## src/rtl/z3_target_engine.sv

```systemverilog
// Zorro III target cycle engine: window decode, FCS/DS/DTACK handshake,
// multiple-transfer bursts and ack-timeout bus error.
module z3_target_engine #(
  parameter int unsigned                   NUM_REGIONS = 4,
  parameter int unsigned                   ADDR_W      = 24,
  parameter logic [NUM_REGIONS*ADDR_W-1:0] REGION_BASE = '0,
  parameter logic [NUM_REGIONS*ADDR_W-1:0] REGION_MASK = '0,
  parameter logic [NUM_REGIONS-1:0]        MT_REGIONS  = '0,
  parameter int unsigned                   TIMEOUT     = 32,
  parameter int unsigned                   BEAT_W      = 8
) (
  input  logic                   i_clk,
  input  logic                   i_reset,
  input  logic                   i_fcs_n,
  input  logic                   i_match,
  input  logic                   i_valid_space,
  input  logic                   i_read,
  input  logic [3:0]             i_ds_n,
  input  logic                   i_doe,
  input  logic                   i_mtcr_n,
  input  logic [ADDR_W-1:0]      i_addr,
  input  logic [NUM_REGIONS-1:0] i_region_ack,
  output logic [NUM_REGIONS-1:0] o_region_sel,
  output logic [ADDR_W-1:0]      o_beat_addr,
  output logic                   o_data_phase,
  output logic                   o_dtack,
  output logic                   o_mtack,
  output logic                   o_bus_err,
  output logic [BEAT_W-1:0]      o_beat_cnt,
  output logic [2:0]             o_state
);

  localparam int unsigned TMR_W = (TIMEOUT > 2) ? $clog2(TIMEOUT) : 1;

  typedef enum logic [2:0] {
    S_IDLE    = 3'd0,
    S_START   = 3'd1,
    S_DATA    = 3'd2,
    S_END     = 3'd3,
    S_MT_WAIT = 3'd4
  } state_t;

  state_t                 r_state, w_state_nxt;
  logic [NUM_REGIONS-1:0] r_sel, w_sel_nxt;
  logic [ADDR_W-1:0]      r_addr, w_addr_nxt;
  logic [BEAT_W-1:0]      r_cnt, w_cnt_nxt;
  logic [TMR_W-1:0]       r_timer, w_timer_nxt;
  logic                   r_dtack, w_dtack_nxt;
  logic                   r_mtack, w_mtack_nxt;
  logic                   r_err, w_err_nxt;
  logic                   r_dphase, w_dphase_nxt;
  logic                   r_mtcr_q;

  logic [NUM_REGIONS-1:0] w_hit;
  logic [NUM_REGIONS-1:0] w_hit_oh;
  logic                   w_mt_sel;
  logic                   w_mtcr_rise;
  logic                   w_ack;
  logic [BEAT_W-1:0]      w_cnt_inc;
  logic [ADDR_W-1:0]      w_addr_inc;

  // Window decode; lowest index wins when windows overlap
  always_comb begin
    w_hit = '0;
    for (int i = 0; i < int'(NUM_REGIONS); i++) begin
      w_hit[i] = ((i_addr ^ REGION_BASE[i*ADDR_W +: ADDR_W])
                  & REGION_MASK[i*ADDR_W +: ADDR_W]) == '0;
    end
    w_hit_oh = w_hit & (~w_hit + NUM_REGIONS'(1));
  end

  assign w_mt_sel    = |(MT_REGIONS & r_sel);
  assign w_mtcr_rise = i_mtcr_n & ~r_mtcr_q;
  assign w_ack       = |(i_region_ack & r_sel);
  assign w_cnt_inc   = (&r_cnt) ? r_cnt : r_cnt + BEAT_W'(1);
  // Longword step within a 256-byte page: bits [7:2] wrap, no carry upward
  assign w_addr_inc  = {r_addr[ADDR_W-1:8], 6'(r_addr[7:2] + 6'd1), r_addr[1:0]};

  always_ff @(posedge i_clk) begin
    if (i_reset) begin
      r_state  <= S_IDLE;
      r_sel    <= '0;
      r_addr   <= '0;
      r_cnt    <= '0;
      r_timer  <= '0;
      r_dtack  <= 1'b0;
      r_mtack  <= 1'b0;
      r_err    <= 1'b0;
      r_dphase <= 1'b0;
      r_mtcr_q <= 1'b1;
    end else begin
      r_state  <= w_state_nxt;
      r_sel    <= w_sel_nxt;
      r_addr   <= w_addr_nxt;
      r_cnt    <= w_cnt_nxt;
      r_timer  <= w_timer_nxt;
      r_dtack  <= w_dtack_nxt;
      r_mtack  <= w_mtack_nxt;
      r_err    <= w_err_nxt;
      r_dphase <= w_dphase_nxt;
      r_mtcr_q <= i_mtcr_n;
    end
  end

  // Next state and next register values
  always_comb begin
    w_state_nxt = r_state;
    w_sel_nxt   = r_sel;
    w_addr_nxt  = r_addr;
    w_cnt_nxt   = r_cnt;
    w_timer_nxt = r_timer;
    w_mtack_nxt = r_mtack;
    w_err_nxt   = r_err;

    if (r_state != S_IDLE && i_fcs_n) begin
      w_state_nxt = S_IDLE;
      w_sel_nxt   = '0;
      w_mtack_nxt = 1'b0;
      w_err_nxt   = 1'b0;
    end else begin
      case (r_state)
        S_IDLE: begin
          w_sel_nxt   = '0;
          w_mtack_nxt = 1'b0;
          w_err_nxt   = 1'b0;
          if (!i_fcs_n && i_match && i_valid_space && |w_hit) begin
            w_state_nxt = S_START;
            w_sel_nxt   = w_hit_oh;
            w_addr_nxt  = i_addr;
            w_cnt_nxt   = '0;
          end
        end
        S_START: begin
          if (i_read || (i_doe && !(&i_ds_n))) begin
            w_state_nxt = S_DATA;
            w_timer_nxt = '0;
          end
        end
        S_DATA: begin
          w_timer_nxt = r_timer + TMR_W'(1);
          if (w_ack || r_timer == TMR_W'(TIMEOUT - 1)) begin
            w_state_nxt = S_END;
            w_err_nxt   = ~w_ack;
            w_cnt_nxt   = w_cnt_inc;
            w_mtack_nxt = w_mt_sel & ~i_mtcr_n;
          end
        end
        S_END: begin
          w_mtack_nxt = w_mt_sel & ~i_mtcr_n;
          if (w_mt_sel && w_mtcr_rise) begin
            w_state_nxt = S_MT_WAIT;
            w_mtack_nxt = 1'b1;
            w_err_nxt   = 1'b0;
          end
        end
        S_MT_WAIT: begin
          w_mtack_nxt = 1'b1;
          w_err_nxt   = 1'b0;
          if (!i_mtcr_n) begin
            w_state_nxt = S_DATA;
            w_timer_nxt = '0;
            w_addr_nxt  = w_addr_inc;
          end
        end
        default: begin
          w_state_nxt = S_IDLE;
          w_sel_nxt   = '0;
          w_mtack_nxt = 1'b0;
          w_err_nxt   = 1'b0;
        end
      endcase
    end

    w_dtack_nxt  = (w_state_nxt == S_END);
    w_dphase_nxt = (w_state_nxt == S_DATA);
  end

  assign o_region_sel = r_sel;
  assign o_beat_addr  = r_addr;
  assign o_data_phase = r_dphase;
  assign o_dtack      = r_dtack;
  assign o_mtack      = r_mtack;
  assign o_bus_err    = r_err;
  assign o_beat_cnt   = r_cnt;
  assign o_state      = r_state;

endmodule

```

## config.mk

```make
export PLATFORM = sky130hd
export DESIGN_NAME = z3_target_engine
export DESIGN_NICKNAME = d
export VERILOG_FILES = /design/src/rtl/z3_target_engine.sv
export SDC_FILE = /design/constraint.sdc
export NUM_CORES = 1
export LEC_CHECK = 0
export BUFFER_PORTS_ARGS = -buffer_cell sky130_fd_sc_hd__buf_2
export CELL_PAD_IN_SITES_DETAIL_PLACEMENT = 0
export CELL_PAD_IN_SITES_GLOBAL_PLACEMENT = 2
export CORE_MARGIN = 1.5
export CORE_UTILIZATION = 29
export CTS_CLUSTER_DIAMETER = 100
export DETAILED_ROUTE_END_ITERATION = 10
export GPL_TIMING_DRIVEN = 0
export PLACE_DENSITY = 0.88
export SKIP_LAST_GASP = 1
export SLEW_MARGIN = 20
export SYNTH_ARGS = -nofsm -noshare
export SYNTH_HDL_FRONTEND = slang
export SYNTH_SLANG_ARGS = --single-unit
```

## constraint.sdc

```tcl
create_clock -name i_clk -period 4.4 [get_ports i_clk]
set_clock_uncertainty 0.1 [all_clocks]
set_input_delay 0.22 -clock i_clk [delete_from_list [all_inputs] [get_ports i_clk]]
set_output_delay 0.22 -clock i_clk [all_outputs]
set_load 0.05 [all_outputs]
```

==> impl_metrics.yaml, run 1 <==
status:
  status: "finished, final reports clean"
global_routing:
  gr-total-overflow: 0
  grt_pass1_wl_um: 8976
  grt_pass1_vias: 1889
  grt_antenna_before_repair: 0
  use_met2_pct: 22.73
  top_usage_layer: "met2"
  use_met1_pct: 19.92
  met3_usage_pct: 4.291
  grt_max_degree: 14
  grt.total_usage_pct: 14.78
sta:
  slew_headroom_pct: 30.98
  rsz0062_at_grt: "no"
  fin_crit_ps: 2454
  setup_tns_ps: 0
  slew_violations: 0
  hold_violations: 0
  fmax_mhz: 407.5
  worst_slew_pin_slew_ps: 1026
  setup_viol: 0
  min_period_over_period_pct: 55.77
floorplanning:
  initial_core_util_pct: 29.66
  dieArea_sq_um: 7861
  coreArea_sq_um: 7176
  die_h_um: 88.67
  io_pins: 83
  rows: 31
  fp.dieW_um: 88.67
clock_network:
  hold_buffers: 0
  cts_made_buffers: 5
  cts-resized-gates: 0
  cts_max_level: 2
  cts_root_buf: "clkbuf_8"
  cts_tree: "built"
  clk_pin_slew_worst_paths_ps: 90
  clock_latency_ps: 290
  cts_buffer_depth: 2
  post_cts_buffers: 0
  cts_sinks: 45
synthesis:
  synthSimpleGateAreaFrac_pct: 24.63
  async_flop_share_pct: 0
  synthAdderAreaFrac_pct: 2.352
  synth_compound_area_share_pct: 22.87
  synth-warning-count: 0
  yosysTopAreaCellShare_pct: 42.33
  synth_top_family_by_area: "simple AND/OR/NAND/NOR gates"
  synth_edf_count: 0
  yosys.cell_types.count: 49
  synth_top_area_cell: "dfxtp_1"
  synth-seq-cells: 45
  syn_area_sq_um: 2128
  syn_area_per_cell_sq_um: 8.281
  synthFlopType: "dfxtp_1"
  synthTopCellsByArea: "dfxtp_1, a21oi_1, nand2_1, a211oi_1, ha_1"
  synth-xor-area-share_pct: 0
  syn_inst: 257
  muxShareOfSynthArea_pct: 1.940
  synth-seq-area-share_pct: 42.33
setup_path:
  critical_path_class: "register to register"
  critPathBufInv: 0
  cp_slowest_cell: "o311ai_0"
  cp_data_required_time_ps: 4510
  rr_worst_depth: 7
  r2r-end: "o_data_phase"
  cp.arrival_ps: 2560
  endpoint_kind: "register"
  crit_family: "compound AO/OA/AOI/OAI gates"
  cp-start-kind: "register"
  r2r-start: "r_timer[0]"
  cp_cell_sequence: "ha_1 -> and3_1 -> ha_1 -> a211oi_1 -> nor3_1 -> o311ai_0 -> nor3b_1"
  startpoint: "r_timer[0]"
  critPathMaxStageDelay_ps: 650
  reg2reg_slack_ps: 1950
  crit_top_cell: "ha_1"
  crit_fanout: 5
routing:
  routedWlPerCell_um: 13.02
  wl_um: 5730
  ant_nets: 0
  first_pass_iters: 4
  drt_iter0_drc: 100
  vias_per_cell: 4.861
  drc: 0
  dr_total_vias: 2139
layout:
  final_common_cell: "buf_2"
  diodes: 0
  area_growth_pct: 28.69
  final_nets: 385
  drive_above_1_share_pct: 27.57
  layout_common_cells: "buf_2, nand2_1, dfxtp_1"
min_path:
  min_to: "o_beat_addr[17]"
  min_from: "i_addr[17]"
  hold_class: "input port to register"
  whs_path_depth: 3
power_and_ir_drop:
  p_per_area_nw_per_um2: 316.4
  ir_drop_v: 0.0001650
  total_power_uw: 866.5
  p_leak_nw: 1.116
placement:
  dp_hpwl_um: 4297
  port_buffers: 75
  gp_congestion: 0.7684
run:
  maxCapViolCount: 0
## Yosys cell counts, types with 3 or more instances
cell      count
a311oi_1      3
dfxtp_1      45
nor2_1        7
ha_1          4
a211oi_1     10
a21oi_1      37
inv_1         6
nand3_1       8
buf_4         3
mux2i_1       3
clkbuf_1     12
nand2_1      49
nand2b_1      4
nor4_1        5
or4_1         4
nor3b_1       4
o32ai_1       3
o21ai_0       7
## state kept, by name, summed over array words and instances (netlist names)
signal,count
o_beat_cnt,8
o_beat_addr,24
o_data_phase,1
o_state,3
o_bus_err,1
o_dtack,1
o_mtack,1
r_timer,5
o_region_sel,1
## report_power, final
group	leakage (nW)	switching, mW	internal [mW]	total (mW)
clock network	0.0540	0.140	0.165	0.305
registers	0.365	0.00850	0.418	0.427
logic	0.697	0.0926	0.0419	0.135
total	1.12	0.241	0.626	0.866
## worst reg2reg max path, cell delays in order (launching register included)
cell      delay (ps)
dfxtp_1          360
ha_1             240
and3_1           190
ha_1             220
a211oi_1         290
nor3_1            80
o311ai_0         650
nor3b_1          250
## cell families after synthesis
family / after synthesis
other: 1
flip-flops: 45
AND/OR/NAND/NOR: 101
multiplexers: 4
adder cells (fa/ha/maj): 4
AO/OA/AOI/OAI: 77
buffers and inverters: 25
## through the flow
stage / utilization, % / worst slack, ps / hold slack, ps / area (sq um) / cells
detailed placement: 36.72 / 1905 / 346.1 / 2635 / 433
global route: 38.17 / 1832 / 53.41 / 2739 / 440
CTS: 38.17 / 1949 / 42.71 / 2739 / 440
global placement: 36.72 / 1893 / 339.0 / 2635 / 433
finish: 38.17 / 1946 / 54.34 / 2739 / 440
floorplan: - / 2093 / 256.0 / 2136 / 259
## how the worst max path moves through the flow
| stage | end | slack, ps | depth (start not counted) |
|---|---|---|---|
| 2_1_floorplan | o_beat_cnt[1] | 2090 | 6 |
| 3_3_place_gp | o_beat_addr[11] | 1890 | 8 |
| 3_5_place_dp | o_beat_addr[13] | 1900 | 8 |
| 4_1_cts | o_data_phase | 1950 | 7 |
| 5_1_grt | o_data_phase | 1830 | 7 |
| 6_report | o_data_phase | 1950 | 7 |
## routing by layer
layer	wire length [um]	vias to the layer above
met5	0	-
met4	72	0
met1	2724	964
met3	401	5
met2	2531	69
li1	-	1101
## area by class of cell
type,count,area [sq um]
Inverter,6,22.52
Tap cell,99,123.9
Clock buffer,5,68.82
Multi-Input combinational cell,189,1114
Buffer,19,98.84
Fill cell,783,4437
Clock inverter,2,35.03
Timing Repair Buffer,75,375.4
Sequential cell,45,900.9
(Power assumes the default switching activity.)
==> inputs of run 2 (changes only) <==
--- a/config.mk
+++ b/config.mk
@@ -9,11 +9,11 @@
 export CELL_PAD_IN_SITES_DETAIL_PLACEMENT = 0
 export CELL_PAD_IN_SITES_GLOBAL_PLACEMENT = 2
 export CORE_MARGIN = 1.5
-export CORE_UTILIZATION = 29
+export CORE_UTILIZATION = 24
 export CTS_CLUSTER_DIAMETER = 100
 export DETAILED_ROUTE_END_ITERATION = 10
 export GPL_TIMING_DRIVEN = 0
-export PLACE_DENSITY = 0.88
+export PLACE_DENSITY = 0.78
 export SKIP_LAST_GASP = 1
 export SLEW_MARGIN = 20
 export SYNTH_ARGS = -nofsm -noshare
==> constraint.sdc (replaced) <==
create_clock -name i_clk -period 2 [get_ports i_clk]
set_clock_uncertainty 0.1 [all_clocks]
set_input_delay 0.1 -clock i_clk [delete_from_list [all_inputs] [get_ports i_clk]]
set_output_delay 0.1 -clock i_clk [all_outputs]
set_load 0.05 [all_outputs]
==> impl_metrics.yaml, run 2 (synthesized netlist as in run 1, its figures left out) <==
status:
  status: "finished with violations"
  violations: "setup timing"
clock_network:
  cts_tree: "built"
  cts_buffer_depth: 2
  clock_latency_ps: 300
  cts_max_level: 2
  clk_pin_slew_worst_paths_ps: 90
  cts_sinks: 45
  cts_made_buffers: 5
  cts_root_buf: "clkbuf_8"
setup_path:
  crit_family: "simple AND/OR/NAND/NOR gates"
  critical_path_class: "register to register"
  critPathBufInv: 2
  endpoint_kind: "register"
  cp.arrival_ps: 2220
  critPathMaxStageDelay_ps: 480
  cp_slowest_cell: "or4b_4"
  crit_fanout: 5
  cp_data_required_time_ps: 2130
  crit_top_cell: "ha_4"
  cp_cell_sequence: "ha_4 -> and3_4 -> ha_4 -> inv_2 -> a311o_1 -> buf_6 -> or4b_4 -> a21oi_2"
  cp-start-kind: "register"
floorplanning:
  dieArea_sq_um: 9442
  io_pins: 83
  fp.dieW_um: 97.17
  coreArea_sq_um: 8636
  initial_core_util_pct: 24.65
  die_h_um: 97.17
  rows: 34
routing:
  wl_um: 6735
  first_pass_iters: 5
  dr_total_vias: 2308
  routedWlPerCell_um: 13.92
  drc: 0
  vias_per_cell: 4.769
  drt_iter0_drc: 80
  ant_nets: 0
sta:
  rsz0062_at_grt: "yes"
  min_period_over_period_pct: 104.2
  fmax_mhz: 479.7
  setup_viol: 4
  finalWorstSetupSlack_ps: -84.74
  hold_violations: 0
  setup_tns_ps: -148.1
  worst_slew_pin_slew_ps: 576.9
  slew_violations: 0
  fin_crit_ps: 2085
  slew_headroom_pct: 61.54
layout:
  final_nets: 419
  instances_no_fill: 484
  diodes: 0
  final_area_sq_um: 3256
  final_common_cell: "buf_2"
  largest_reg_flops: 24
  layout_common_cells: "buf_2, nand2_1, dfxtp_1"
  drive_above_1_share_pct: 38.56
  area_growth_pct: 52.97
global_routing:
  grt.total_usage_pct: 14.21
  grt_pass1_wl_um: 11050
  grt_antenna_before_repair: 0
  grt_pass1_vias: 2198
  gr-total-overflow: 0
  grt_max_degree: 16
placement:
  port_buffers: 75
  placed_cells_incl_taps: 442
  gp_congestion: 0.7489
  place_ws_ps: -465.3
  dp_hpwl_um: 4598
  placed_cell_area_sq_um: 2700
min_path:
  hold_class: "input port to register"
power_and_ir_drop:
  p_per_area_nw_per_um2: 581.2
  clockPowerShare_pct: 31.3
  combPwrFrac_pct: 19.3
  pwr-share-seq_pct: 49.4
  p_int_mw: 1.302
  power_switching_uw: 590.3
  ir_drop_v: 0.0002822
  p_leak_nw: 1.318
  swShare_pct: 31.20
run:
  maxCapViolCount: 0
==> run 2: routing by layer <==
metal / global-route usage (%) / vias to the layer above / part of all wire [%]
li1: - / 1164 / -
met1: 18.49 / 1074 / 46
met2: 23.61 / 64 / 48
met3: 3.165 / 6 / 5.2
met4: 3.902 / 0 / 1.1
met5: 0 / - / 0
==> run 2: layout make-up <==
class	count	area [sq um]
fill	931	5380
multi-input combinational	189	1285
sequential	45	923.4
timing repair buffer	111	695.7
tap	108	135.1
buffer	17	103.9
clock buffer	5	68.82
inverter	6	22.52
clock inverter	3	21.27
==> run 2: what timing repair did <==
action / in CTS / in global routing
pin swaps: 3 / 6
endpoints found under the hold margin: 21 / 0
gates cloned: 1 / 0
hold buffers: 21 / 0
buffers inserted: 4 / 10
resized for setup: 16 / 27
setup endpoints to repair: 32 / 32
==> run 2: power groups by stage <==
stage          combinational [mW]  clock (mW)  sequential (mW)
5_1_grt                     0.392       0.663            0.940
2_1_floorplan               0.122           0             1.04
3_3_place_gp                0.301           0            0.960
4_1_cts                     0.347       0.624            0.938
3_5_place_dp                0.303           0            0.961
6_report                    0.365       0.593            0.935
==> run 2: worst paths after layout <==
kind              cells after the start         endpoint  slack [ps]             from
hold / removal                        3   o_beat_addr[5]          20        i_addr[5]
hold reg to reg                       2  o_beat_addr[19]         360  o_beat_addr[19]
setup / recovery                      8    o_beat_cnt[1]         -80       r_timer[1]
setup reg to reg                      8    o_beat_cnt[1]         -80       r_timer[1]
==> run 2: worst reg2reg max path: cells and delay by family, from the launching register on <==
family          cells  cell delay [ps]
compound gates      2              420
fa+ha+maj           2              270
buf+inv             2              200
flops               1              370
simple gates        2              670
==> run 2: per-stage QoR <==
step	power, mW	utilization [%]	hold slack, ps
4_1_cts	1.909	35.96	14.02
3_3_place_gp	1.261	31.27	242.6
3_5_place_dp	1.263	31.27	246.0
5_1_grt	1.995	37.70	27.23
2_1_floorplan	1.165	-	136.0
6_report	1.892	37.70	23.07
